## src/rtl/t_mux_pkg.sv

```systemverilog
// Shared constants and FSM state encoding for the mux scan controller.
package t_mux_pkg;

    localparam int NUM_SRC = 13;
    localparam int SEL_W   = 4;
    localparam int DATA_W  = 8;

    typedef enum logic [2:0] {
        ST_IDLE   = 3'd0,
        ST_SEARCH = 3'd1,
        ST_SETTLE = 3'd2,
        ST_EMIT   = 3'd3,
        ST_DWELL  = 3'd4
    } state_t;

endpackage

```

## src/rtl/t_dwell_timer.sv

```systemverilog
// Dwell countdown: loaded with the dwell length, decremented while enabled,
// and flags expiry during the last counted cycle.
module t_dwell_timer #(
    parameter int DWELL_W = 16
) (
    input  logic               clk,
    input  logic               reset_n,
    input  logic               i_load,
    input  logic [DWELL_W-1:0] i_load_val,
    input  logic               i_en,
    input  logic               i_clr,
    output logic               o_expire
);

    logic [DWELL_W-1:0] r_cnt;

    // Remaining dwell cycles; clear has priority so an aborted dwell leaves no residue.
    always_ff @(posedge clk or negedge reset_n) begin
        if (!reset_n) begin
            r_cnt <= '0;
        end else if (i_clr) begin
            r_cnt <= '0;
        end else if (i_load) begin
            r_cnt <= i_load_val;
        end else if (i_en && (r_cnt != '0)) begin
            r_cnt <= r_cnt - 1'b1;
        end
    end

    assign o_expire = i_en && (r_cnt == DWELL_W'(1));

endmodule

```

## src/rtl/t_mux_scan_ctrl.sv

```systemverilog
// Scan controller for an external 13:1 byte mux: walks the enabled sources,
// captures each byte after a one-cycle settle, hands it out over a
// valid/ready handshake and optionally dwells between bytes.
module t_mux_scan_ctrl #(
    parameter int NUM_SRC = 13,
    parameter int DWELL_W = 16
) (
    input  logic                         clk,
    input  logic                         reset_n,
    input  logic                         start,
    input  logic                         stop,
    input  logic                         one_shot,
    input  logic [NUM_SRC-1:0]           src_mask,
    input  logic [DWELL_W-1:0]           dwell,
    output logic [t_mux_pkg::SEL_W-1:0]  sel,
    input  logic [t_mux_pkg::DATA_W-1:0] mux_y,
    output logic [t_mux_pkg::DATA_W-1:0] out_data,
    output logic                         out_valid,
    input  logic                         out_ready,
    output logic                         busy,
    output logic                         done,
    output logic                         err
);

    import t_mux_pkg::*;

    localparam logic [SEL_W-1:0] LAST_IDX = SEL_W'(NUM_SRC - 1);

    state_t              r_state;
    logic [SEL_W-1:0]    r_idx;
    logic [SEL_W-1:0]    r_sel;
    logic [NUM_SRC-1:0]  r_mask;
    logic [DWELL_W-1:0]  r_dwell;
    logic                r_one_shot;
    logic                r_stop_pend;
    logic [DATA_W-1:0]   r_out_data;
    logic                r_out_valid;
    logic                r_busy;
    logic                r_done;
    logic                r_err;

    logic                w_xfer;
    logic                w_stop_any;
    logic                w_last;
    logic                w_tmr_load;
    logic                w_tmr_en;
    logic                w_tmr_clr;
    logic                w_expire;

    assign w_xfer     = r_out_valid && out_ready;
    assign w_stop_any = stop || r_stop_pend;
    assign w_last     = (r_idx == LAST_IDX);
    assign w_tmr_load = (r_state == ST_EMIT) && w_xfer && !w_stop_any && (r_dwell != '0);
    assign w_tmr_en   = (r_state == ST_DWELL);
    assign w_tmr_clr  = (r_state == ST_DWELL) && stop;

    t_dwell_timer #(
        .DWELL_W (DWELL_W)
    ) u_dwell_timer (
        .clk        (clk),
        .reset_n    (reset_n),
        .i_load     (w_tmr_load),
        .i_load_val (r_dwell),
        .i_en       (w_tmr_en),
        .i_clr      (w_tmr_clr),
        .o_expire   (w_expire)
    );

    // Scan FSM with registered outputs; every index advance shares the same
    // wrap rule (one-shot ends the lap on 12 -> 0, continuous wraps).
    always_ff @(posedge clk or negedge reset_n) begin
        if (!reset_n) begin
            r_state     <= ST_IDLE;
            r_idx       <= '0;
            r_sel       <= '0;
            r_mask      <= '0;
            r_dwell     <= '0;
            r_one_shot  <= 1'b0;
            r_stop_pend <= 1'b0;
            r_out_data  <= '0;
            r_out_valid <= 1'b0;
            r_busy      <= 1'b0;
            r_done      <= 1'b0;
            r_err       <= 1'b0;
        end else begin
            r_done <= 1'b0;
            r_err  <= 1'b0;
            case (r_state)
                ST_IDLE: begin
                    r_stop_pend <= 1'b0;
                    if (start && !stop) begin
                        if (src_mask == '0) begin
                            r_err <= 1'b1;
                        end else begin
                            r_mask     <= src_mask;
                            r_dwell    <= dwell;
                            r_one_shot <= one_shot;
                            r_idx      <= '0;
                            r_busy     <= 1'b1;
                            r_state    <= ST_SEARCH;
                        end
                    end
                end
                ST_SEARCH: begin
                    if (stop) begin
                        r_busy  <= 1'b0;
                        r_state <= ST_IDLE;
                    end else if (r_mask[r_idx]) begin
                        r_sel   <= r_idx;
                        r_state <= ST_SETTLE;
                    end else if (w_last && r_one_shot) begin
                        r_done  <= 1'b1;
                        r_busy  <= 1'b0;
                        r_idx   <= '0;
                        r_state <= ST_IDLE;
                    end else begin
                        r_idx <= w_last ? '0 : r_idx + 1'b1;
                    end
                end
                ST_SETTLE: begin
                    if (stop) begin
                        r_busy  <= 1'b0;
                        r_state <= ST_IDLE;
                    end else begin
                        r_out_data  <= mux_y;
                        r_out_valid <= 1'b1;
                        r_state     <= ST_EMIT;
                    end
                end
                ST_EMIT: begin
                    if (stop) begin
                        r_stop_pend <= 1'b1;
                    end
                    if (w_xfer) begin
                        r_out_valid <= 1'b0;
                        r_stop_pend <= 1'b0;
                        if (w_stop_any) begin
                            r_busy  <= 1'b0;
                            r_state <= ST_IDLE;
                        end else if (r_dwell != '0) begin
                            r_state <= ST_DWELL;
                        end else if (w_last && r_one_shot) begin
                            r_done  <= 1'b1;
                            r_busy  <= 1'b0;
                            r_idx   <= '0;
                            r_state <= ST_IDLE;
                        end else begin
                            r_idx   <= w_last ? '0 : r_idx + 1'b1;
                            r_state <= ST_SEARCH;
                        end
                    end
                end
                ST_DWELL: begin
                    if (stop) begin
                        r_busy  <= 1'b0;
                        r_state <= ST_IDLE;
                    end else if (w_expire) begin
                        if (w_last && r_one_shot) begin
                            r_done  <= 1'b1;
                            r_busy  <= 1'b0;
                            r_idx   <= '0;
                            r_state <= ST_IDLE;
                        end else begin
                            r_idx   <= w_last ? '0 : r_idx + 1'b1;
                            r_state <= ST_SEARCH;
                        end
                    end
                end
                default: begin
                    r_busy  <= 1'b0;
                    r_state <= ST_IDLE;
                end
            endcase
        end
    end

    assign sel       = r_sel;
    assign out_data  = r_out_data;
    assign out_valid = r_out_valid;
    assign busy      = r_busy;
    assign done      = r_done;
    assign err       = r_err;

endmodule
```

## config.mk

```make
export PLATFORM = sky130hd
export DESIGN_NAME = t_mux_scan_ctrl
export DESIGN_NICKNAME = d
export VERILOG_FILES = /design/src/rtl/t_mux_pkg.sv /design/src/rtl/t_dwell_timer.sv /design/src/rtl/t_mux_scan_ctrl.sv
export SDC_FILE = /design/constraint.sdc
export NUM_CORES = 1
export LEC_CHECK = 0
export ABC_AREA = 1
export CAP_MARGIN = 20
export CORE_ASPECT_RATIO = 1.75
export CORE_MARGIN = 1.5
export CORE_UTILIZATION = 35
export DETAILED_ROUTE_END_ITERATION = 10
export SYNTH_ARGS = -nofsm -noshare
export SYNTH_HDL_FRONTEND = slang
export SYNTH_SLANG_ARGS = --single-unit
```

## constraint.sdc

```tcl
create_clock -name clk -period 3.5 [get_ports clk]
set_input_delay 1.05 -clock clk [delete_from_list [all_inputs] [get_ports clk]]
set_output_delay 1.05 -clock clk [all_outputs]
set_load 0.01 [all_outputs]
```

==> results <==
- In the post-synthesis netlist, the cell with the most instances is sky130_fd_sc_hd__nand2_1.
- The H-tree was split into 3 levels.
- Of the cells placed in the final design, the portion with a size suffix greater than 1 is 0.0877.
- The number of cell rows is 50.
- Power spread over the standard cell area amounts to roughly 760 nW/um^2.
- The max-slew violation count is 0.
- The via count of the first global-routing pass is 3,314.
- The count of hold-fix buffers inserted at cts is 0.
- The fraction of synthesized cell area taken by the top area cell type is 0.454.
- The tool flagged a number of max-cap violations equal to 0.
- Counting distinct cell types in the post-synthesis netlist gives 32.
- The class of the most critical setup path is input pin to flop.
- The I/O pin count is 59.
- The critical path capture point type is a flop.
- The later-pin clock latency in the skew report is approximately 0.33 ns.
- The number of flops mapped to enable cells by yosys is 0.
- The post-route non-filler standard cell count is 700.
- In this run the horizontal extent of the chip is 82.4 um.
- The maximum number of pins on one net before global-route repair is 71.
- The global-route wire length before repair is 15.6 mm.
- The number of antenna diodes in the final layout is 0.
- After detailed routing, the number of vias per cell comes to around 4.8.
- The total track usage is 0.177.
- The die boundary height is 142 um.
- For this run, the leading register cell type out of synthesis is sky130_fd_sc_hd__dfrtp_1.
- The post-synthesis net count is 552.
- After synthesis the cells add up to 3860 sq um.
- The combinational family with the most area after synthesis is simple AND/OR/NAND/NOR gates.
- For the final routed database, the setup TNS stands at 0 ns.
- The xor and xnor fraction of the mapped netlist area is 0.0204.
- In this run the deepest clock path goes through 2 buffers.
- After global routing the overflow that remains totals 0.
- The simple-gate area share of the yosys netlist is 0.299.
- Data on the critical path is required at its endpoint by 3.76 ns.
- The maximum resistive drop on vdd is 0.410 mV.
- After detailed placement, the design holds a cell count of 684.
- TritonCTS built the clock tree.
- The share of the clock period used by the worst path is 0.736.
- On the final layout, the worst clock skew is 0.00546 ns.
- The number of warnings issued by yosys is 0.
- In this run, post-CTS repair resized a total of 0 instances.
- After detailed routing, the total wire length is 9.74 mm.
- The per-instance average area after synthesis is 7.66 sq um.
- The die covers 11,700 sq um.
- Of the total synthesized cell area, the portion taken by full adders, half adders and majority gates is 0.0162.
- The leakage power is 2.40 nW.
- At the worst endpoint, the arrival time is 2.84 ns.
- The initial cell density of the core is 0.361.
- The run finished with clean final reports.
- The final hold slack is 0.474 ns.
- After clock tree synthesis, the clock-pin slew on the worst setup and hold paths is approximately 0.060 ns.
- The shortest period the worst path allows is 2.57 ns.
- After synthesis, the cell types taking the most area are sky130_fd_sc_hd__dfrtp_1 45%, sky130_fd_sc_hd__nand2_1 14%, sky130_fd_sc_hd__nor2_1 7.1%, sky130_fd_sc_hd__inv_1 4.9%, sky130_fd_sc_hd__nand3_1 4.8%.
- The fraction of synthesized area in multiplexers is 0.0428.
- In this run, CTS created clock tree buffers numbering 9.
- The worst slew margin relative to its limit is 0.726.
- After the last flow step, the layout net total stands at 613.
- After detailed routing, the number of remaining DRC violations is 0.
- The largest fanout of any net on the critical path is 28.
- The total number of clock tree sinks is 70.
- The number of DRC markers in iteration 0 is 137.
- The initial antenna violation count came to 0.
- In the synthesized netlist the async set-or-reset flop fraction comes to 1.00.
- From synthesis to final layout, the design area changed by 26.6%.
- OpenSTA, run right after detailed placement, puts the worst setup slack at 0.569 ns.
- The share of the yosys chip area belonging to registers is 0.454.
- The register-to-register path setup slack is 1.53 ns.
- Before antenna repair, the detailed router went through 4 iterations.
- The area fraction in compound gates after synthesis is 0.0878.
- After synthesis, the most frequently instantiated cells are 146 x sky130_fd_sc_hd__nand2_1, 73 x sky130_fd_sc_hd__nor2_1, 70 x sky130_fd_sc_hd__dfrtp_1, 50 x sky130_fd_sc_hd__inv_1, 37 x sky130_fd_sc_hd__nand3_1.
- The number of hold-slack violations in the final timing report came to 0.
- Setup violations remaining at the end of the flow were counted as 0.
- The total via count in the routed design is 3,370.
- The classification of the worst-slack hold path is flop to flop.
- In the final routed layout, each cell accounts on average for 13.9 um.
- The post-CTS repair timing setup buffer count is 0.
- At the end of routability-driven placement, the weighted congestion stood at between 0.8 and 0.9.
- Setup repair after global routing left no endpoint under its margin.
- After synthesis the netlist holds a flip-flop and latch count of 70.
- Fill cells in the final layout number 1,046.
- Measured on the finished design, the core utilization comes to 0.457.
- The number of buffer cells added on primary ports is 58.
- The kind of start point of the critical path is an input pin.
- Detailed placement ended at an HPWL of 7.31 mm.
- The standard cell core area is ~11,000 sq um.
- The post-route worst setup slack is 0.925 ns.
- The root cell of the clock tree is sky130_fd_sc_hd__clkbuf_16.
- The measured slew at the worst slew-check pin is 0.411 ns.
- The achievable frequency is 0.388 GHz.
- The count of mapped cells out of synthesis is 504.
- The remaining number of nets flagged by the antenna check after routing is 0.
- The largest total area in the synthesized netlist belongs to sky130_fd_sc_hd__dfrtp_1.
==> placed cells by master, fill, tap and decap left out, drive strengths merged, types with 2 or more instances in the layout <==
cell type	synthesis	routed
mux2	11	11
xor2	8	8
buf	11	8
clkdlybuf4s50	0	57
nand3	37	37
a21oi	19	19
o22ai	2	2
nand2	150	150
inv	53	53
bufinv	0	2
ha	5	5
clkbuf	4	10
nor2	77	77
o21ai	39	39
dfrtp	70	70
nand4	7	7
or2	2	2
clkinv	1	4
==> registers in the layout (all words and copies together) (netlist names), 3 cells and up <==
name	count
out_data	8
r_dwell	16
r_idx	4
r_mask	13
r_state	3
sel	4
u_dwell_timer.r_cnt	16
==> per-stage QoR <==
stage / cell area (sq um) / power [W]
floorplan: 3860 / 0.00227
global placement: 4570 / 0.00271
detailed placement: 4570 / 0.00274
CTS: 4890 / 0.00373
global route: 4890 / 0.00396
finish: 4890 / 0.00370
==> report_power, final <==
group	total [W]	internal (W)	switching, W	leakage, nW
Combinational	0.00135	0.000604	0.000742	1.41
Sequential	0.00138	0.00113	0.000248	0.838
Clock	0.000970	0.000622	0.000348	0.152
==> path summary, 6_finish.rpt <==
kind,endpoint,cells after the start,from
worst max register to register,busy,9,r_idx[0]
min in group asynchronous,u_dwell_timer.r_cnt[11],2,reset_n
worst min-delay path,out_data[6],2,out_data[6]
worst min register to register,out_data[6],2,out_data[6]
worst max-delay path,u_dwell_timer.r_cnt[9],11,stop
max in group asynchronous,r_dwell[1],2,reset_n
==> routing by layer <==
| metal | part of all wire | track usage | vias up |
|---|---|---|---|
| met1 | 0.39 | 0.185 | 1576 |
| li1 | - | - | 1716 |
| met2 | 0.56 | 0.332 | 64 |
| met4 | 0.025 | 0.0785 | 0 |
| met3 | 0.032 | 0.0289 | 14 |
| met5 | 0 | 0 | - |
==> final cells by class <==
| type | count | area, sq um | share of cell area |
|---|---|---|---|
| Inverter | 54 | 203 | 0.0415 |
| Sequential cell | 70 | 1750 | 0.359 |
| Clock buffer | 10 | 229 | 0.0469 |
| Multi-Input combinational cell | 365 | 1800 | 0.369 |
| Tap cell | 130 | 163 | 0.0333 |
| Clock inverter | 6 | 86.3 | 0.0177 |
| Timing Repair Buffer | 65 | 653 | 0.134 |
==> kinds of logic (layout without fill, tap and decap cells) <==
family                   Yosys count  in the layout
flip-flops                        70             70
adder cells (fa/ha/maj)            5              5
multiplexers                      11             11
AND/OR/NAND/NOR                  276            276
XOR/XNOR                           9              9
buffers and inverters             69            135
AO/OA/AOI/OAI                     64             64
==> critical path, stage by stage <==
cell and delay (ns):
sky130_fd_sc_hd__clkdlybuf4s50_1 0.51, sky130_fd_sc_hd__nor2_1 0.29, sky130_fd_sc_hd__nand2_4 0.11, sky130_fd_sc_hd__nor2_4 0.10
sky130_fd_sc_hd__nand2_2 0.07, sky130_fd_sc_hd__buf_4 0.23, sky130_fd_sc_hd__inv_1 0.19, sky130_fd_sc_hd__nand2_1 0.06
sky130_fd_sc_hd__o21ai_0 0.08, sky130_fd_sc_hd__nand2_1 0.07, sky130_fd_sc_hd__o21ai_1 0.08
(Power assumes the default switching activity.)
